## src/rtl/i2c_pkg.sv

```systemverilog
// Shared I2C definitions: responder state encoding, R/W bit position and the
// default device address also used by the on-chip I2C master.
package i2c_pkg;

   typedef enum logic [2:0] {
      IDLE,
      ADDR,
      ADDR_ACK,
      TX_BYTE,
      TX_ACK,
      RX_BYTE,
      RX_ACK,
      WAIT_STOP
   } i2cState_t;

   localparam int         RW_BIT               = 0;
   localparam logic [6:0] I2C_DEFAULT_DEV_ADDR = 7'h4B;

   function automatic logic majority3(input logic a, input logic b, input logic c);
      return (a & b) | (a & c) | (b & c);
   endfunction

endpackage

```

## src/rtl/i2c_temp_responder_if.sv

```systemverilog
// Bus-side and register-side signals of the temperature-sensor responder,
// with the responder (slave) and bus-driver/test (master) views.
interface i2c_temp_responder_if;

   logic        scl_in;
   logic        sda_in;
   logic        sda_pull_low;
   logic [15:0] temp_data;
   logic [7:0]  ptr_reg;
   logic        busy;
   logic        rd_done;
   logic        wr_done;

   modport slave (
      input  scl_in, sda_in, temp_data,
      output sda_pull_low, ptr_reg, busy, rd_done, wr_done
   );

   modport master (
      output scl_in, sda_in, temp_data,
      input  sda_pull_low, ptr_reg, busy, rd_done, wr_done
   );

endinterface

```

## src/rtl/i2c_line_cond.sv

```systemverilog
// SCL/SDA conditioning: synchroniser, optional 3-sample majority filter
// (I2C_GLITCH_FILTER_EN), edge detection and START/STOP decode.
module i2c_line_cond import i2c_pkg::*; #(
   parameter int SYNC_STAGES = 2
) (
   input  logic clk_200K,
   input  logic reset,
   input  logic scl_i,
   input  logic sda_i,
   output logic sdaLevel_o,
   output logic sclRise_o,
   output logic sclFall_o,
   output logic start_o,
   output logic stop_o
);

   logic [SYNC_STAGES-1:0] sclSync_q;
   logic [SYNC_STAGES-1:0] sdaSync_q;
   logic sclSynced, sdaSynced;
   logic sclClean, sdaClean;
   logic sclPrev_q, sdaPrev_q;

   // Lines reset to the idle-high bus level so no edge is seen out of reset.
   always_ff @(posedge clk_200K or posedge reset) begin
      if (reset) begin
         sclSync_q <= '1;
         sdaSync_q <= '1;
      end else begin
         sclSync_q <= {sclSync_q[SYNC_STAGES-2:0], scl_i};
         sdaSync_q <= {sdaSync_q[SYNC_STAGES-2:0], sda_i};
      end
   end

   assign sclSynced = sclSync_q[SYNC_STAGES-1];
   assign sdaSynced = sdaSync_q[SYNC_STAGES-1];

`ifdef I2C_GLITCH_FILTER_EN
   logic [1:0] sclHist_q, sdaHist_q;
   logic       sclFilt_q, sdaFilt_q;

   always_ff @(posedge clk_200K or posedge reset) begin
      if (reset) begin
         sclHist_q <= '1;
         sdaHist_q <= '1;
         sclFilt_q <= 1'b1;
         sdaFilt_q <= 1'b1;
      end else begin
         sclHist_q <= {sclHist_q[0], sclSynced};
         sdaHist_q <= {sdaHist_q[0], sdaSynced};
         sclFilt_q <= majority3(sclSynced, sclHist_q[0], sclHist_q[1]);
         sdaFilt_q <= majority3(sdaSynced, sdaHist_q[0], sdaHist_q[1]);
      end
   end

   assign sclClean = sclFilt_q;
   assign sdaClean = sdaFilt_q;
`else
   assign sclClean = sclSynced;
   assign sdaClean = sdaSynced;
`endif

   always_ff @(posedge clk_200K or posedge reset) begin
      if (reset) begin
         sclPrev_q <= 1'b1;
         sdaPrev_q <= 1'b1;
      end else begin
         sclPrev_q <= sclClean;
         sdaPrev_q <= sdaClean;
      end
   end

   assign sdaLevel_o = sdaClean;
   assign sclRise_o  = sclClean & ~sclPrev_q;
   assign sclFall_o  = ~sclClean & sclPrev_q;
   assign start_o    = sclClean & sdaPrev_q & ~sdaClean;
   assign stop_o     = sclClean & ~sdaPrev_q & sdaClean;

endmodule

```

## src/rtl/i2c_temp_responder.sv

```systemverilog
// I2C responder emulating the board temperature sensor: reads return a coherent
// 16-bit snapshot, writes set the pointer byte. Glitch filter: I2C_GLITCH_FILTER_EN.
module i2c_temp_responder import i2c_pkg::*; #(
   parameter logic [6:0] DEV_ADDR    = I2C_DEFAULT_DEV_ADDR,
   parameter int         SYNC_STAGES = 2
) (
   input  logic                  clk_200K,
   input  logic                  reset,
   i2c_temp_responder_if.slave   bus
);

   logic sdaLevel, sclRise, sclFall, startDet, stopDet;

   i2c_line_cond #(.SYNC_STAGES(SYNC_STAGES)) lineCond (
      .clk_200K   (clk_200K),
      .reset      (reset),
      .scl_i      (bus.scl_in),
      .sda_i      (bus.sda_in),
      .sdaLevel_o (sdaLevel),
      .sclRise_o  (sclRise),
      .sclFall_o  (sclFall),
      .start_o    (startDet),
      .stop_o     (stopDet)
   );

   i2cState_t   state_q, state_d;
   logic [3:0]  bitCnt_q, bitCnt_d;
   logic [7:0]  shiftReg_q, shiftReg_d;
   logic [15:0] snapshot_q, snapshot_d;
   logic        byteSel_q, byteSel_d;
   logic        sdaPullLow_q, sdaPullLow_d;
   logic [7:0]  ptrReg_q, ptrReg_d;
   logic        busy_q, busy_d;
   logic        rdDone_q, rdDone_d;
   logic        wrDone_q, wrDone_d;
   logic [7:0]  txByte;

   assign txByte = byteSel_q ? snapshot_q[7:0] : snapshot_q[15:8];

   always_ff @(posedge clk_200K or posedge reset) begin
      if (reset) begin
         state_q      <= IDLE;
         bitCnt_q     <= '0;
         shiftReg_q   <= '0;
         snapshot_q   <= '0;
         byteSel_q    <= 1'b0;
         sdaPullLow_q <= 1'b0;
         ptrReg_q     <= '0;
         busy_q       <= 1'b0;
         rdDone_q     <= 1'b0;
         wrDone_q     <= 1'b0;
      end else begin
         state_q      <= state_d;
         bitCnt_q     <= bitCnt_d;
         shiftReg_q   <= shiftReg_d;
         snapshot_q   <= snapshot_d;
         byteSel_q    <= byteSel_d;
         sdaPullLow_q <= sdaPullLow_d;
         ptrReg_q     <= ptrReg_d;
         busy_q       <= busy_d;
         rdDone_q     <= rdDone_d;
         wrDone_q     <= wrDone_d;
      end
   end

   // Bits are sampled on SCL rise; SDA is only ever changed on SCL fall, so
   // byte ends are decided on the fall that follows the eighth rise.
   always_comb begin
      state_d      = state_q;
      bitCnt_d     = bitCnt_q;
      shiftReg_d   = shiftReg_q;
      snapshot_d   = snapshot_q;
      byteSel_d    = byteSel_q;
      sdaPullLow_d = sdaPullLow_q;
      ptrReg_d     = ptrReg_q;
      busy_d       = busy_q;
      rdDone_d     = 1'b0;
      wrDone_d     = 1'b0;

      if (startDet) begin
         state_d      = ADDR;
         bitCnt_d     = '0;
         sdaPullLow_d = 1'b0;
         busy_d       = 1'b0;
      end else if (stopDet) begin
         state_d      = IDLE;
         sdaPullLow_d = 1'b0;
         busy_d       = 1'b0;
      end else begin
         case (state_q)
            IDLE: ;
            ADDR, RX_BYTE: begin
               if (sclRise) begin
                  shiftReg_d = {shiftReg_q[6:0], sdaLevel};
                  bitCnt_d   = bitCnt_q + 4'd1;
               end else if (sclFall && bitCnt_q == 4'd8) begin
                  if (state_q == RX_BYTE) begin
                     state_d      = RX_ACK;
                     sdaPullLow_d = 1'b1;
                     ptrReg_d     = shiftReg_q;
                     wrDone_d     = 1'b1;
                  end else if (shiftReg_q[7:1] == DEV_ADDR) begin
                     state_d      = ADDR_ACK;
                     sdaPullLow_d = 1'b1;
                     busy_d       = 1'b1;
                     if (shiftReg_q[RW_BIT]) begin
                        snapshot_d = bus.temp_data;
                        byteSel_d  = 1'b0;
                     end
                  end else begin
                     state_d = WAIT_STOP;
                  end
               end
            end
            ADDR_ACK: begin
               if (sclFall) begin
                  bitCnt_d = '0;
                  if (shiftReg_q[RW_BIT]) begin
                     state_d      = TX_BYTE;
                     sdaPullLow_d = ~txByte[7];
                  end else begin
                     state_d      = RX_BYTE;
                     sdaPullLow_d = 1'b0;
                  end
               end
            end
            TX_BYTE: begin
               if (sclRise) begin
                  bitCnt_d = bitCnt_q + 4'd1;
               end else if (sclFall) begin
                  if (bitCnt_q == 4'd8) begin
                     state_d      = TX_ACK;
                     sdaPullLow_d = 1'b0;
                  end else begin
                     sdaPullLow_d = ~txByte[3'd7 - bitCnt_q[2:0]];
                  end
               end
            end
            TX_ACK: begin
               if (sclRise) begin
                  if (!sdaLevel) begin
                     state_d   = TX_BYTE;
                     bitCnt_d  = '0;
                     byteSel_d = ~byteSel_q;
                  end else begin
                     state_d  = WAIT_STOP;
                     rdDone_d = 1'b1;
                  end
               end
            end
            RX_ACK: begin
               if (sclFall) begin
                  state_d      = RX_BYTE;
                  bitCnt_d     = '0;
                  sdaPullLow_d = 1'b0;
               end
            end
            WAIT_STOP: sdaPullLow_d = 1'b0;
            default:   state_d = IDLE;
         endcase
      end
   end

   assign bus.sda_pull_low = sdaPullLow_q;
   assign bus.ptr_reg      = ptrReg_q;
   assign bus.busy         = busy_q;
   assign bus.rd_done      = rdDone_q;
   assign bus.wr_done      = wrDone_q;

endmodule

```

## src/flat_wrapper.sv

```systemverilog
// flat-port wrapper written by rule: the top's interface ports become plain ports
module i2c_temp_responder_flat import i2c_pkg::*;
#(
   parameter logic [6:0] DEV_ADDR    = I2C_DEFAULT_DEV_ADDR,
   parameter int         SYNC_STAGES = 2
)
  (clk_200K, reset, bus_scl_in, bus_sda_in, bus_temp_data, bus_sda_pull_low, bus_ptr_reg, bus_busy, bus_rd_done, bus_wr_done);
  i2c_temp_responder_if bus_i ();
  input  logic clk_200K;
  input  logic reset;
  input wire logic [$bits(bus_i.scl_in)-1:0] bus_scl_in;
  input wire logic [$bits(bus_i.sda_in)-1:0] bus_sda_in;
  input wire logic [$bits(bus_i.temp_data)-1:0] bus_temp_data;
  output wire logic [$bits(bus_i.sda_pull_low)-1:0] bus_sda_pull_low;
  output wire logic [$bits(bus_i.ptr_reg)-1:0] bus_ptr_reg;
  output wire logic [$bits(bus_i.busy)-1:0] bus_busy;
  output wire logic [$bits(bus_i.rd_done)-1:0] bus_rd_done;
  output wire logic [$bits(bus_i.wr_done)-1:0] bus_wr_done;
  assign bus_i.scl_in = bus_scl_in;
  assign bus_i.sda_in = bus_sda_in;
  assign bus_i.temp_data = bus_temp_data;
  assign bus_sda_pull_low = bus_i.sda_pull_low;
  assign bus_ptr_reg = bus_i.ptr_reg;
  assign bus_busy = bus_i.busy;
  assign bus_rd_done = bus_i.rd_done;
  assign bus_wr_done = bus_i.wr_done;
  i2c_temp_responder #(.DEV_ADDR(DEV_ADDR), .SYNC_STAGES(SYNC_STAGES)) u_core (.clk_200K(clk_200K), .reset(reset), .bus(bus_i));
endmodule
```

## config.mk

```make
export PLATFORM = sky130hd
export DESIGN_NAME = i2c_temp_responder_flat
export DESIGN_NICKNAME = d
export VERILOG_FILES = /design/src/rtl/i2c_pkg.sv /design/src/rtl/i2c_temp_responder_if.sv /design/src/rtl/i2c_line_cond.sv /design/src/rtl/i2c_temp_responder.sv /design/src/flat_wrapper.sv
export SDC_FILE = /design/constraint.sdc
export NUM_CORES = 1
export LEC_CHECK = 0
export ABC_AREA = 1
export BUFFER_PORTS_ARGS = -buffer_cell sky130_fd_sc_hd__buf_2
export CORE_UTILIZATION = 46
export CTS_CLUSTER_SIZE = 16
export DETAILED_ROUTE_END_ITERATION = 6
export PLACE_DENSITY = 0.66
export SKIP_CTS_REPAIR_TIMING = 1
export SYNTH_ARGS = -nofsm -noshare
export SYNTH_HDL_FRONTEND = slang
export SYNTH_HIERARCHICAL = 1
export SYNTH_SLANG_ARGS = --single-unit
export TNS_END_PERCENT = 1
```

## constraint.sdc

```tcl
create_clock -name clk_200K -period 2.55 [get_ports clk_200K]
set_input_delay 0 -clock clk_200K [delete_from_list [all_inputs] [get_ports clk_200K]]
set_output_delay 0 -clock clk_200K [all_outputs]
set_load 0.005 [all_outputs]
```

; Yosys cells after proc, flatten, opt, wreduce, memory -nomap -nowiden
; Cells that the tools add are included.
[totals]
register_bits = 50
latch_bits = 0
ramBits = 0
rom_bits = 0
input_bits = 20
output_inout_bits = 12
elab_cells = 148
memories = 0
[op_classes]
add_sub_neg = 2
multipliers = 0
div = 0
n_lt_le_gt_ge = 1
eq_ne = 32
n_shift = 0
muxes = 63
n_bitwise = 17
reduce_logical = 19
[ops]
columns = operator, count
row1 = 3-bit 2-to-1 mux, 14
row2 = 1-bit 2-to-1 mux, 37
row3 = 4-bit 2-to-1 mux, 6
row4 = 4-bit by 3-bit inequality test with 1-bit output (second input constant), 5
row5 = 8-bit AND reduction, 2
row6 = 3-bit one-hot mux with 5 select lines, 1
row7 = 7-bit nonzero test, 2
row8 = 3-bit == test (second input constant), 4
row9 = 4-bit inequality test (second input constant), 3
row10 = 4-bit one-hot mux with 3 select lines, 1
row11 = 6-bit AND reduction, 2
row12 = 1-bit NOT, 11
row13 = 2-bit inequality test (second input constant), 5
row14 = 10-bit AND reduction, 1
row15 = 3-bit by 1-bit inequality test with 1-bit output (second input constant), 3
row16 = 3-bit inequality test (second input constant), 3
row17 = 9-bit AND reduction, 1
row18 = 3-bit nonzero test, 3
row19 = 8-bit 2-to-1 mux, 1
row20 = 7-bit == test (second input constant), 1
row21 = 1-bit bitwise AND, 6
row22 = 3-bit by 2-bit == test with 1-bit output (second input constant), 2
row23 = 2-bit by 1-bit inequality test with 1-bit output (second input constant), 3
row24 = 5-bit by 3-bit inequality test with 1-bit output (second input constant), 1
row25 = other kinds (15), 16

; Depth between registers and ports, before layout
; Gate-level depths: netlist of run 1.
[logic_depth]
ltp_word = 10
mapped_depth = 12
ltp_nobuf = 11

; By module
; Netlist of run 1, hierarchy kept.
[by_module_without_submodules]
columns = mod, n_inst, cells_each, area_each_um2, seq_area_each_um2
row1 = i2c_temp_responder, 1, 321, 2428.6, 1101.1
row2 = i2c_line_cond, 1, 15, 191.4, 157.7

; Worst setup path after synthesis of run 1
; No wires, ideal clock.
[synth_path]
kind = register to register
startpoint = register u_core.lineCond.sclPrev_q
endpoint = register u_core.snapshot_q[6]
setup_ns = 0.120
t_arrival_ns = 1.572
t_required_ns = 2.430
path_slack_ns = 0.857
path_stages_with_launch = 9
n_path_buf = 1
period_less_slack_ns = 1.693
cell_sequence = dfstp_2 -> inv_1 -> nor2_1 -> nand4_2 -> nor2_1 -> nand3_4 -> buf_6 -> nor2_1 -> a21oi_1
[synth_via]
elab_cells_between_ends = 6
cone_classes = bitwise: 4 / reduce/logical: 2
[synth_lines]
columns = element, line_no
row1 = start: declaration, i2c_line_cond.sv:21  ; logic sclPrev_q, sdaPrev_q;
row2 = start signal: assignment, i2c_line_cond.sv:67  ; sclPrev_q <= sclClean;
row3 = 1-bit bitwise AND, i2c_line_cond.sv:74  ; assign sclFall_o = ~sclClean & sclPrev_q;
row4 = named net u_core.sclFall, i2c_temp_responder.sv:12  ; logic sdaLevel, sclRise, sclFall, startDet, stopDet;
row5 = 1-bit logical AND, i2c_temp_responder.sv:96  ; end else if (sclFall && bitCnt_q == 4'd8) begin
row6 = 8-bit AND reduction (no line), -
row7 = end signal: assignment, i2c_temp_responder.sv:56  ; snapshot_q <= snapshot_d;
row8 = end: declaration, i2c_temp_responder.sv:29  ; logic [15:0] snapshot_q, snapshot_d;
; The timed path passes the listed nets, and every way through them passes these cells.
; A chain may end at the register's enable or synchronous reset.

; Worst setup path in the final report of run 1
[layout_path]
startpoint = register u_core.lineCond.sclPrev_q
endpoint = register u_core.snapshot_q[1]
; The elaborated chain is that of the path after synthesis.

==> results of run 1 <==
-- critical path: cells and delay by family, from the launching register on --
kind / cells / cell delay (ps)
simple gates: 5 / 1370
flops: 1 / 540
compound gates: 1 / 60
buf+inv: 1 / 30
-- path summary, 6_finish.rpt --
kind,endpoint,from,depth (start not counted)
min reg2reg,u_core/lineCond/sclSync_q[1]$_DFF_PP1_,u_core/lineCond/sclSync_q[0]$_DFF_PP1_,0
max in group asynchronous,u_core/snapshot_q[1]$_DFFE_PP0P_,reset,4
max reg2reg,u_core/snapshot_q[1]$_DFFE_PP0P_,u_core/lineCond/sclPrev_q$_DFF_PP1_,7
min,u_core/lineCond/sclSync_q[0]$_DFF_PP1_,bus_scl_in,2
min in group asynchronous,u_core/shiftReg_q[1]$_DFFE_PP0P_,reset,3
max,u_core/snapshot_q[1]$_DFFE_PP0P_,u_core/lineCond/sclPrev_q$_DFF_PP1_,7
-- power groups by stage --
stage	sequential, W	clock, W	combinational, W
3_5_place_dp	0.00109	0	0.000954
4_1_cts	0.00107	0.000512	0.000958
6_report	0.00107	0.000487	0.000983
2_1_floorplan	0.00102	0	0.000803
3_3_place_gp	0.00109	0	0.000964
5_1_grt	0.00109	0.000546	0.00113
-- final cells by class --
type,instances,area [um^2]
well taps,72,90.1
fillers,495,2410
clock inverters,2,17.5
repair buffers,52,360
clock buffers,6,82.6
flip-flops and latches,50,1260
inverters,49,184
multi-input cells,229,1110
-- per-layer routing --
layer | global-route usage (%) | up-vias | share of wire, %
met3 | 4.00 | 2 | 2.5
met2 | 34.1 | 29 | 49
met4 | 5.28 | 0 | 0.27
li1 | - | 1158 | -
met5 | 0 | - | 0
met1 | 25.1 | 993 | 48
-- cell families (layout without fill, tap and decap cells) --
group,count (synthesis),in the layout,synth area share [%]
and+or+nand+nor,179,179,30.4
buffers and inverters,57,109,9.74
DFF,50,50,48.0
AOI/OAI and AO/OA,47,47,10.6
adders and majority gates,2,2,0.955
xor gates and xnor gates,1,1,0.334
-- stage by stage --
step                      total power (W)  instance area [um^2]  util [%]  std cells  hold WS [ps]
final                             0.00254                  3100      56.3        460           340
after global routing              0.00277                  3100      56.3        460           321
after CTS                         0.00254                  2910      52.8        441          -225
after detailed placement          0.00204                  2810      51.0        433           106
after global placement            0.00205                  2810      51.0        433           106
after floorplan                   0.00182                  2620         -        336        -0.977
-- Yosys cell counts, types with 2 or more instances --
library cell,number
sky130_fd_sc_hd__dfrtp_1,44
sky130_fd_sc_hd__o21ai_1,2
sky130_fd_sc_hd__ha_1,2
sky130_fd_sc_hd__dfstp_2,6
sky130_fd_sc_hd__o21ai_2,8
sky130_fd_sc_hd__nand4_1,3
sky130_fd_sc_hd__nand2_1,90
sky130_fd_sc_hd__clkbuf_1,2
sky130_fd_sc_hd__nor3_1,2
sky130_fd_sc_hd__nor2_4,2
sky130_fd_sc_hd__nand3_1,28
sky130_fd_sc_hd__inv_2,4
sky130_fd_sc_hd__a21oi_1,22
sky130_fd_sc_hd__buf_6,5
sky130_fd_sc_hd__o21ai_0,12
sky130_fd_sc_hd__inv_1,45
sky130_fd_sc_hd__nor2_1,44
-- placed cells by master, fill, tap and decap left out, drive strengths merged, types with 2 or more instances in the layout --
master / n
nor3: 4
dfrtp: 44
clkinv: 3
inv: 48
buf: 33
nand4: 4
ha: 2
dlygate4sd3: 19
nand2: 92
clkbuf: 6
a21oi: 22
dfstp: 6
nand3: 29
o21ai: 22
nor2: 47
==> results.md, run 1 <==
* Switching power of the nets at 0.00106 W
* Delay contributed by the slowest stage of the critical path at 540 ps
* Post-synthesis net count at 358
* Final Setup Violations at 0
* Worst-case clock buffer depth at 2
* Actual slew at the worst max-slew pin at 1040 ps
* Die width at 77.5 um
* Startpoint-to-endpoint class of the critical path: flip-flop to flip-flop
* Pre-CTS setup slack at 433 ps
* Switching Fraction at 41.7%
* Total overflow reported by the global router at 0
* Summed negative setup slack over all endpoints at 0 ps
* Area of the core at 0.00551 mm^2
* Post-CTS clock slew at the launch and capture registers of the worst setup and hold paths at 90 ps
* Register-to-register path setup slack at 430 ps
* Post-synth top area share at 42.0%
* DP HPWL at 4060 um
* Nets at 409
* Worst clock skew on the final layout at 5.75 ps
* Clk network pwr share at 19.2%
* Die footprint at 0.00600 mm^2
* Required time worst endpoint at 2730 ps
* Initial core utilization at 47.6%
* Arrival time at the worst endpoint at 2290 ps
* Number of unique standard cell types used by synthesis at 32
* Leading cell types by total area after synthesis: sky130_fd_sc_hd__dfrtp_1 (42%), sky130_fd_sc_hd__nand2_1 (13%), sky130_fd_sc_hd__inv_1 (6.4%)
* Number of antenna violations at the first check in global routing at 0
* Total detailed-routing wirelength at 5490 um
* Leakage power at 1.62 nW
* Period utilization at 83.1%
* Ys flop type: sky130_fd_sc_hd__dfrtp_1
* Final hold viol count at 0
* Buffer cell driving the clock tree root: sky130_fd_sc_hd__clkbuf_8
* Internal power at 0.00148 W
* Number of vias in the routed layout at 2182
* Vias per cell at 4.74
* Per-instance average area after synthesis at 7.80 um^2
* Count of routing violations after the opening detailed-route iteration at 86
* Hold WC Path Type: primary input to flip-flop
* Unrepaired setup endpoints after global routing: false
* Slowest stage cell, crit path: sky130_fd_sc_hd__dfstp_2
* Setup slack after layout at 431 ps
* Maximum clock frequency at 472 MHz
* FF+latch count, synth at 50
* Global-route wire length before repair at 9420 um
* H-tree depth at 2
* Site Rows at 27
* IR Drop Worst-Case VDD at 356 uV
* Remaining number of nets flagged by the antenna check after routing at 0
* Gpl congestion at 0.932
* Final count of pins violating max slew at 0
* Gate count after technology mapping at 336
* Sequential area share after synthesis at 48.0%
* Cell Area, Synth at 0.00262 mm^2
* Diodes inserted at 0
* CTS Buf Count at 5
* Crit path launch type: flip-flop
* Avg WL per Cell at 11.9 um
* Flip-flop count of the largest register, all copies and words added at 16
* Min Tclk post-route at 2120 ps
* Outcome: completed
* DRC errors left at 0
* Highest fanout seen on the critical path at 32
* Sequential Power Share at 42.2%
* Vert. Die Dim at 77.5 um
* Cell taking the most area after synthesis: sky130_fd_sc_hd__dfrtp_1
* Top-level port count at 32
* Clock Sink Count at 50
* Warnings, synthesis at 6
* Worst path most repeated cell: sky130_fd_sc_hd__nor2_1
* Insertion delay to the later sink of the worst-skew pair at 300 ps
* Synth-to-layout area growth at 18.3%
* IO buf count at 31
* Part of the total power dissipated in combinational logic at 38.7%
* Relative slew slack at 30.5%
* Number of global-route vias before repair at 2113
* Crit end category: flip-flop
* Number of flops mapped to enable cells by yosys at 0
* CTS tree: built
* TritonRoute pass-1 iters at 4
* Total Routing Usage GR at 19.7%
* Pin count of the biggest net entering global routing at 33
* Critical Path, Cell by Cell: inv_1 -> nor2_1 -> nand4_2 -> nor2_1 -> nand3_4 -> nor2_1 -> a21oi_1
* Async set-reset flop share out of synthesis at 100%
* Max-cap violation count at 0
* Power density normalized to cell area at 820 mW/mm^2
* Proportion of layout cells with a drive suffix above 1 at 18.0%
No activity file was read; power rests on OpenSTA's default activity.
==> inputs of run 2 (changes only) <==
--- a/config.mk
+++ b/config.mk
@@ -10,7 +10,7 @@
 export CORE_UTILIZATION = 46
 export CTS_CLUSTER_SIZE = 16
 export DETAILED_ROUTE_END_ITERATION = 6
-export PLACE_DENSITY = 0.66
+export PLACE_DENSITY = 0.68
 export SKIP_CTS_REPAIR_TIMING = 1
 export SYNTH_ARGS = -nofsm -noshare
 export SYNTH_HDL_FRONTEND = slang
==> constraint.sdc (replaced) <==
create_clock -name clk_200K -period 1.8 [get_ports clk_200K]
set_input_delay 0 -clock clk_200K [delete_from_list [all_inputs] [get_ports clk_200K]]
set_output_delay 0 -clock clk_200K [all_outputs]
set_load 0.005 [all_outputs]
==> run 2 against run 1 <==
Against the previous run: via count up 10%; sequential power up 36%; die area unchanged; core utilization up 4.2 points; hold slack worse by 5.2 ps; flip-flop and latch count stayed put; global-route usage grew 0.78 points; critical endpoint is now u_core/state_q[1]$_DFFE_PP0P_; largest cell class unchanged; largest power group is now combinational logic.
==> results.md, run 2 (synthesis gave the netlist of run 1 again) <==
* Post-CTS clock slew at the launch and capture registers of the worst setup and hold paths at 90 ps
* DRC errors left at 0
* Internal power at 0.00226 W
* Worst clock skew on the final layout at 7.32 ps
* Avg WL per Cell at 12.7 um
* Synth-to-layout area growth at 27.2%
* Worst-case clock buffer depth at 2
* Initial core utilization at 47.6%
* Placement Cell Area at 0.00296 mm^2
* Highest fanout seen on the critical path at 6
* Length of routed met2 wiring at 3030 um
* DP HPWL at 4160 um
* Global-route wire length before repair at 9720 um
* TritonRoute pass-1 iters at 4
* Clk network pwr share at 18.2%
* Post-Layout Inst Area at 0.00333 mm^2
* Final count of pins violating max slew at 0
* Final Setup Violations at 0
* Number of global-route vias before repair at 2170
* Part of the total power dissipated in combinational logic at 44.5%
* Pin count of the biggest net entering global routing at 45
* Relative slew slack at 63.1%
* Die footprint at 0.00600 mm^2
* Arrival time at the worst endpoint at 1960 ps
* Vias per cell at 5.00
* Insertion delay to the later sink of the worst-skew pair at 300 ps
* CTS tree: built
* Final hold viol count at 0
* Max-cap violation count at 0
* Total overflow reported by the global router at 0
* Required time worst endpoint at 1990 ps
* Site Rows at 27
* CTS Buf Count at 5
* Final Non-Filler Cells at 481
* Actual slew at the worst max-slew pin at 553 ps
* Summed negative setup slack over all endpoints at 0 ps
* Hold WC Path Type: primary input to flip-flop
* H-tree depth at 2
* Highest metal layer with signal wires: met4
* Proportion of layout cells with a drive suffix above 1 at 24.9%
* Crit end category: flip-flop
* Top-level port count at 32
* Buffer cell driving the clock tree root: sky130_fd_sc_hd__clkbuf_8
* Maximum clock frequency at 565 MHz
* Most frequent cells in the layout: sky130_fd_sc_hd__nand2_1 (86), sky130_fd_sc_hd__dfrtp_1 (44), sky130_fd_sc_hd__inv_1 (42)
* Routed length on met3 at 198 um
* Switching power of the nets at 0.00162 W
* Post-placement cell count at 451
* Number of antenna violations at the first check in global routing at 0
* Min Tclk post-route at 1770 ps
* Gpl congestion at 0.945
* Period utilization at 98.3%
* Most common library cell in the layout ignoring fill and taps: sky130_fd_sc_hd__nand2_1
* Count of routing violations after the opening detailed-route iteration at 124
* Startpoint-to-endpoint class of the critical path: flip-flop to flip-flop
* Outcome: completed
* Number of vias in the routed layout at 2406
* IR Drop Worst-Case VDD at 590 uV
* IO buf count at 31
* Routed length on met1 at 2790 um
* Unrepaired setup endpoints after global routing: true
* Power density normalized to cell area at 1170 mW/mm^2
* Total detailed-routing wirelength at 6110 um
* Sequential Power Share at 37.3%
* Power consumption at 0.00388 W
* Vert. Die Dim at 77.5 um
* Fill cell count at 511
* Flip-flop count of the largest register, all copies and words added at 16
* Nets at 430
* Crit path launch type: flip-flop
* Die width at 77.5 um
* Switching Fraction at 41.8%
* Clock Sink Count at 50
* Total Routing Usage GR at 20.5%
* Leakage power at 1.73 nW
* Remaining number of nets flagged by the antenna check after routing at 0
* Diodes inserted at 0
* Area of the core at 0.00551 mm^2
-- run 2: changes by cell type in the layout (fill, tap and decap cells not counted), moves of 2 or more --
cell,change
sky130_fd_sc_hd__nand2_2,+3
sky130_fd_sc_hd__buf_4,+18
sky130_fd_sc_hd__nand2_1,-4
sky130_fd_sc_hd__inv_4,+2
sky130_fd_sc_hd__nor2_1,-4
sky130_fd_sc_hd__nor2_4,+3
sky130_fd_sc_hd__inv_1,-2
-- run 2: power groups by stage --
stage | sequential, W | clock (W) | combinational [W]
3_5_place_dp | 0.00147 | 0 | 0.00161
5_1_grt | 0.00148 | 0.000765 | 0.00195
6_report | 0.00145 | 0.000706 | 0.00173
4_1_cts | 0.00145 | 0.000730 | 0.00162
3_3_place_gp | 0.00146 | 0 | 0.00159
2_1_floorplan | 0.00144 | 0 | 0.00114
-- run 2: layout make-up --
| cell class | instances | area, um^2 | share of cell area, % |
|---|---|---|---|
| multi-input combinational | 230 | 1170 | 35.1 |
| sequential | 50 | 1260 | 37.8 |
| inverter | 49 | 189 | 5.67 |
| tap | 72 | 90.1 | 2.70 |
| clock buffer | 6 | 82.6 | 2.48 |
| timing repair buffer | 72 | 527 | 15.8 |
| clock inverter | 2 | 17.5 | 0.526 |
-- run 2: final timing paths --
check | start | to | slack [ps] | depth (start not counted)
worst min-delay path | bus_scl_in | u_core/lineCond/sclSync_q[0]$_DFF_PP1_ | 340 | 2
min in group asynchronous | reset | u_core/bus.rd_done$_DFF_PP0_ | 370 | 4
worst max register to register | u_core/lineCond/sclSync_q[1]$_DFF_PP1_ | u_core/state_q[1]$_DFFE_PP0P_ | 30 | 10
worst min register to register | u_core/lineCond/sdaSync_q[0]$_DFF_PP1_ | u_core/lineCond/sdaSync_q[1]$_DFF_PP1_ | 360 | 0
worst max-delay path | u_core/lineCond/sclSync_q[1]$_DFF_PP1_ | u_core/state_q[1]$_DFFE_PP0P_ | 30 | 10
max in group asynchronous | reset | u_core/state_q[0]$_DFFE_PP0P_ | 1050 | 4
-- run 2: stage by stage --
| stage | worst slack (ps) | utilization (%) | hold WS, ps |
|---|---|---|---|
| 2_1_floorplan | 107 | - | -0.977 |
| 3_3_place_gp | -54.2 | 53.7 | 105 |
| 3_5_place_dp | -39.2 | 53.7 | 106 |
| 4_1_cts | -71.3 | 55.5 | -223 |
| 5_1_grt | -85.2 | 60.5 | 332 |
| 6_report | 31.4 | 60.5 | 335 |
-- run 2: per-layer routing --
layer | vias up | GRT usage, %
li1 | 1200 | -
met1 | 1146 | 26.3
met2 | 51 | 35.3
met3 | 9 | 2.94
met4 | 0 | 7.17
met5 | - | 0
-- run 2: critical path, stage by stage, from the launching register on --
cell and delay (ps):
sky130_fd_sc_hd__dfstp_2 590, sky130_fd_sc_hd__nand2_2 70, sky130_fd_sc_hd__nor2_4 190, sky130_fd_sc_hd__buf_6 150, sky130_fd_sc_hd__nor2_1 50, sky130_fd_sc_hd__nand3_1 90, sky130_fd_sc_hd__nand3_2 90, sky130_fd_sc_hd__nor2_2 180
sky130_fd_sc_hd__nand2_2 120, sky130_fd_sc_hd__nand2_1 70, sky130_fd_sc_hd__o21ai_1 60
==> inputs of run 3 (changes only) <==
--- a/config.mk
+++ b/config.mk
@@ -10,7 +10,7 @@
 export CORE_UTILIZATION = 46
 export CTS_CLUSTER_SIZE = 16
 export DETAILED_ROUTE_END_ITERATION = 6
-export PLACE_DENSITY = 0.68
+export PLACE_DENSITY_LB_ADDON = 0.25
 export SKIP_CTS_REPAIR_TIMING = 1
 export SYNTH_ARGS = -nofsm -noshare
 export SYNTH_HDL_FRONTEND = slang
==> run 3 against run 2 <==
Against the previous run: combinational power increased by 5%; via count increased by 1.5%; highest routed layer unchanged; sequential share of layout area decreased by 2.6 points; hold slack got worse by 9.0 ps; die area unchanged; largest cell class is now multi-input combinational cells.
==> results.md, run 3 (synthesis gave the netlist of run 1 again) <==
* H-tree depth at 2
* Area of combinational cells with multiple inputs at 0.00127 mm^2
* Storage cell area at 0.00126 mm^2
* Crit path launch type: flip-flop
* Worst path most repeated cell: sky130_fd_sc_hd__buf_4
* Die footprint at 0.00600 mm^2
* DRC errors left at 0
* Post-Layout Inst Area at 0.00358 mm^2
* Required time worst endpoint at 2000 ps
* Initial core utilization at 47.6%
* Flip-flop count of the largest register, all copies and words added at 16
* Leakage power at 1.82 nW
* Critical Path, Cell by Cell: buf_4 -> nand2_1 -> nor2_4 -> inv_2 -> buf_4 -> o22ai_2 -> nor3_2 -> buf_4 -> nand3_1 -> nand2_1
* Summed negative setup slack over all endpoints at 0 ps
* Final hold viol count at 0
* Critical path launch point: u_core/lineCond/sdaSync_q[1]$_DFF_PP1_
* CTS Buf Count at 5
* Avg WL per Cell at 12.9 um
* IO buf count at 31
* Highest fanout seen on the critical path at 3
* IR Drop Worst-Case VDD at 559 uV
* Hold WC Path Type: primary input to flip-flop
* Vert. Die Dim at 77.5 um
* Crit path max-delay family: flip-flops
* CTS tree: built
* Source of the worst register-to-register timing path: u_core/lineCond/sdaSync_q[1]$_DFF_PP1_
* Power density normalized to cell area at 1150 mW/mm^2
* Delay contributed by the slowest stage of the critical path at 580 ps
* Insertion delay to the later sink of the worst-skew pair at 310 ps
* Total Routing Usage GR at 20.2%
* Synth-to-layout area growth at 36.5%
* Clock Sink Count at 50
* Remaining number of nets flagged by the antenna check after routing at 0
* Period utilization at 98.3%
* Actual slew at the worst max-slew pin at 1010 ps
* Power consumption at 0.00413 W
* Site Rows at 27
* Global-route wire length before repair at 9580 um
* Count of buffer and inverter cells on the critical path at 4
* Most frequent cells in the layout: sky130_fd_sc_hd__nand2_1 (76), sky130_fd_sc_hd__dfrtp_1 (44), sky130_fd_sc_hd__inv_1 (40)
* Total detailed-routing wirelength at 6390 um
* Startpoint-to-endpoint class of the critical path: flip-flop to flip-flop
* Vias per cell at 4.93
* Crit end category: flip-flop
* DP HPWL at 4250 um
* Outcome: completed
* Pin count of the biggest net entering global routing at 33
* Post-CTS clock slew at the launch and capture registers of the worst setup and hold paths at 100 ps
* Nets at 444
* TritonRoute pass-1 iters at 4
* Total overflow reported by the global router at 0
* Final count of pins violating max slew at 0
* Arrival time at the worst endpoint at 1970 ps
* Fill cell count at 468
* Most common library cell in the layout ignoring fill and taps: sky130_fd_sc_hd__nand2_1
* Max-cap violation count at 0
* Final Non-Filler Cells at 495
* Diodes inserted at 0
* Number of antenna violations at the first check in global routing at 0
* Number of global-route vias before repair at 2150
* Buffer cell driving the clock tree root: sky130_fd_sc_hd__clkbuf_8
* Worst clock skew on the final layout at 16.5 ps
* Relative slew slack at 32.0%
* Top-level port count at 32
* Min Tclk post-route at 1770 ps
* Worst hold start: bus_scl_in
* Maximum clock frequency at 565 MHz
* Count of routing violations after the opening detailed-route iteration at 133
* Unrepaired setup endpoints after global routing: true
* Gpl congestion at 0.930
* Final Setup Violations at 0
* Post-placement cell count at 457
* Area of the core at 0.00551 mm^2
* Die width at 77.5 um
* Number of vias in the routed layout at 2441
* Proportion of layout cells with a drive suffix above 1 at 31.7%
* Slowest stage cell, crit path: sky130_fd_sc_hd__dfstp_2
* Worst hold-check slack at 326 ps
* Worst-case clock buffer depth at 2
* Placement Cell Area at 0.00300 mm^2
run 3: where the power goes:
group	switching (W)	internal (W)	leakage (nW)
logic	0.00112	0.000703	1.13
clock network	0.000391	0.000457	0.0618
registers	0.000158	0.00130	0.626
total	0.00167	0.00246	1.82
run 3: through the flow:
| step | worst slack [ps] | util, % |
|---|---|---|
| final | 30.2 | 65.0 |
| after detailed placement | -26.9 | 54.5 |
| after floorplan | 107 | - |
| after global routing | -74.5 | 65.0 |
| after CTS | -54.4 | 56.7 |
| after global placement | -31.1 | 54.5 |
run 3: worst register-to-register path: stages (launching register included):
cell	delay, ps
sky130_fd_sc_hd__dfstp_2	580
sky130_fd_sc_hd__buf_4	120
sky130_fd_sc_hd__nand2_1	80
sky130_fd_sc_hd__nor2_4	140
sky130_fd_sc_hd__inv_2	80
sky130_fd_sc_hd__buf_4	150
sky130_fd_sc_hd__o22ai_2	170
sky130_fd_sc_hd__nor3_2	80
sky130_fd_sc_hd__buf_4	150
sky130_fd_sc_hd__nand3_1	60
sky130_fd_sc_hd__nand2_1	50
run 3: path summary, 6_finish.rpt:
kind / depth (start not counted) / to / slack [ps]
worst min register to register: 0 / u_core/lineCond/sclSync_q[1]$_DFF_PP1_ / 360
worst min-delay path: 2 / u_core/lineCond/sclSync_q[0]$_DFF_PP1_ / 330
worst max-delay path: 10 / u_core/bitCnt_q[0]$_DFFE_PP0P_ / 30
worst max register to register: 10 / u_core/bitCnt_q[0]$_DFFE_PP0P_ / 30
max in group asynchronous: 4 / u_core/snapshot_q[15]$_DFFE_PP0P_ / 820
min in group asynchronous: 3 / u_core/state_q[2]$_DFFE_PP0P_ / 360
run 3: routing by layer:
metal | track usage (%) | routed length, um | vias to the layer above
li1 | - | - | 1232
met1 | 25.8 | 2830 | 1133
met2 | 34.2 | 3150 | 56
met3 | 4.47 | 222 | 20
met4 | 6.04 | 184 | 0
met5 | 0 | 0 | -
run 3: final cells by class:
type | count | share of cell area (%)
tap | 72 | 2.52
clock buffer | 6 | 2.31
clock inverter | 2 | 1.08
multi-input combinational | 230 | 35.6
inverter | 49 | 5.42
timing repair inverter | 1 | 0.175
sequential | 50 | 35.2
timing repair buffer | 85 | 17.7
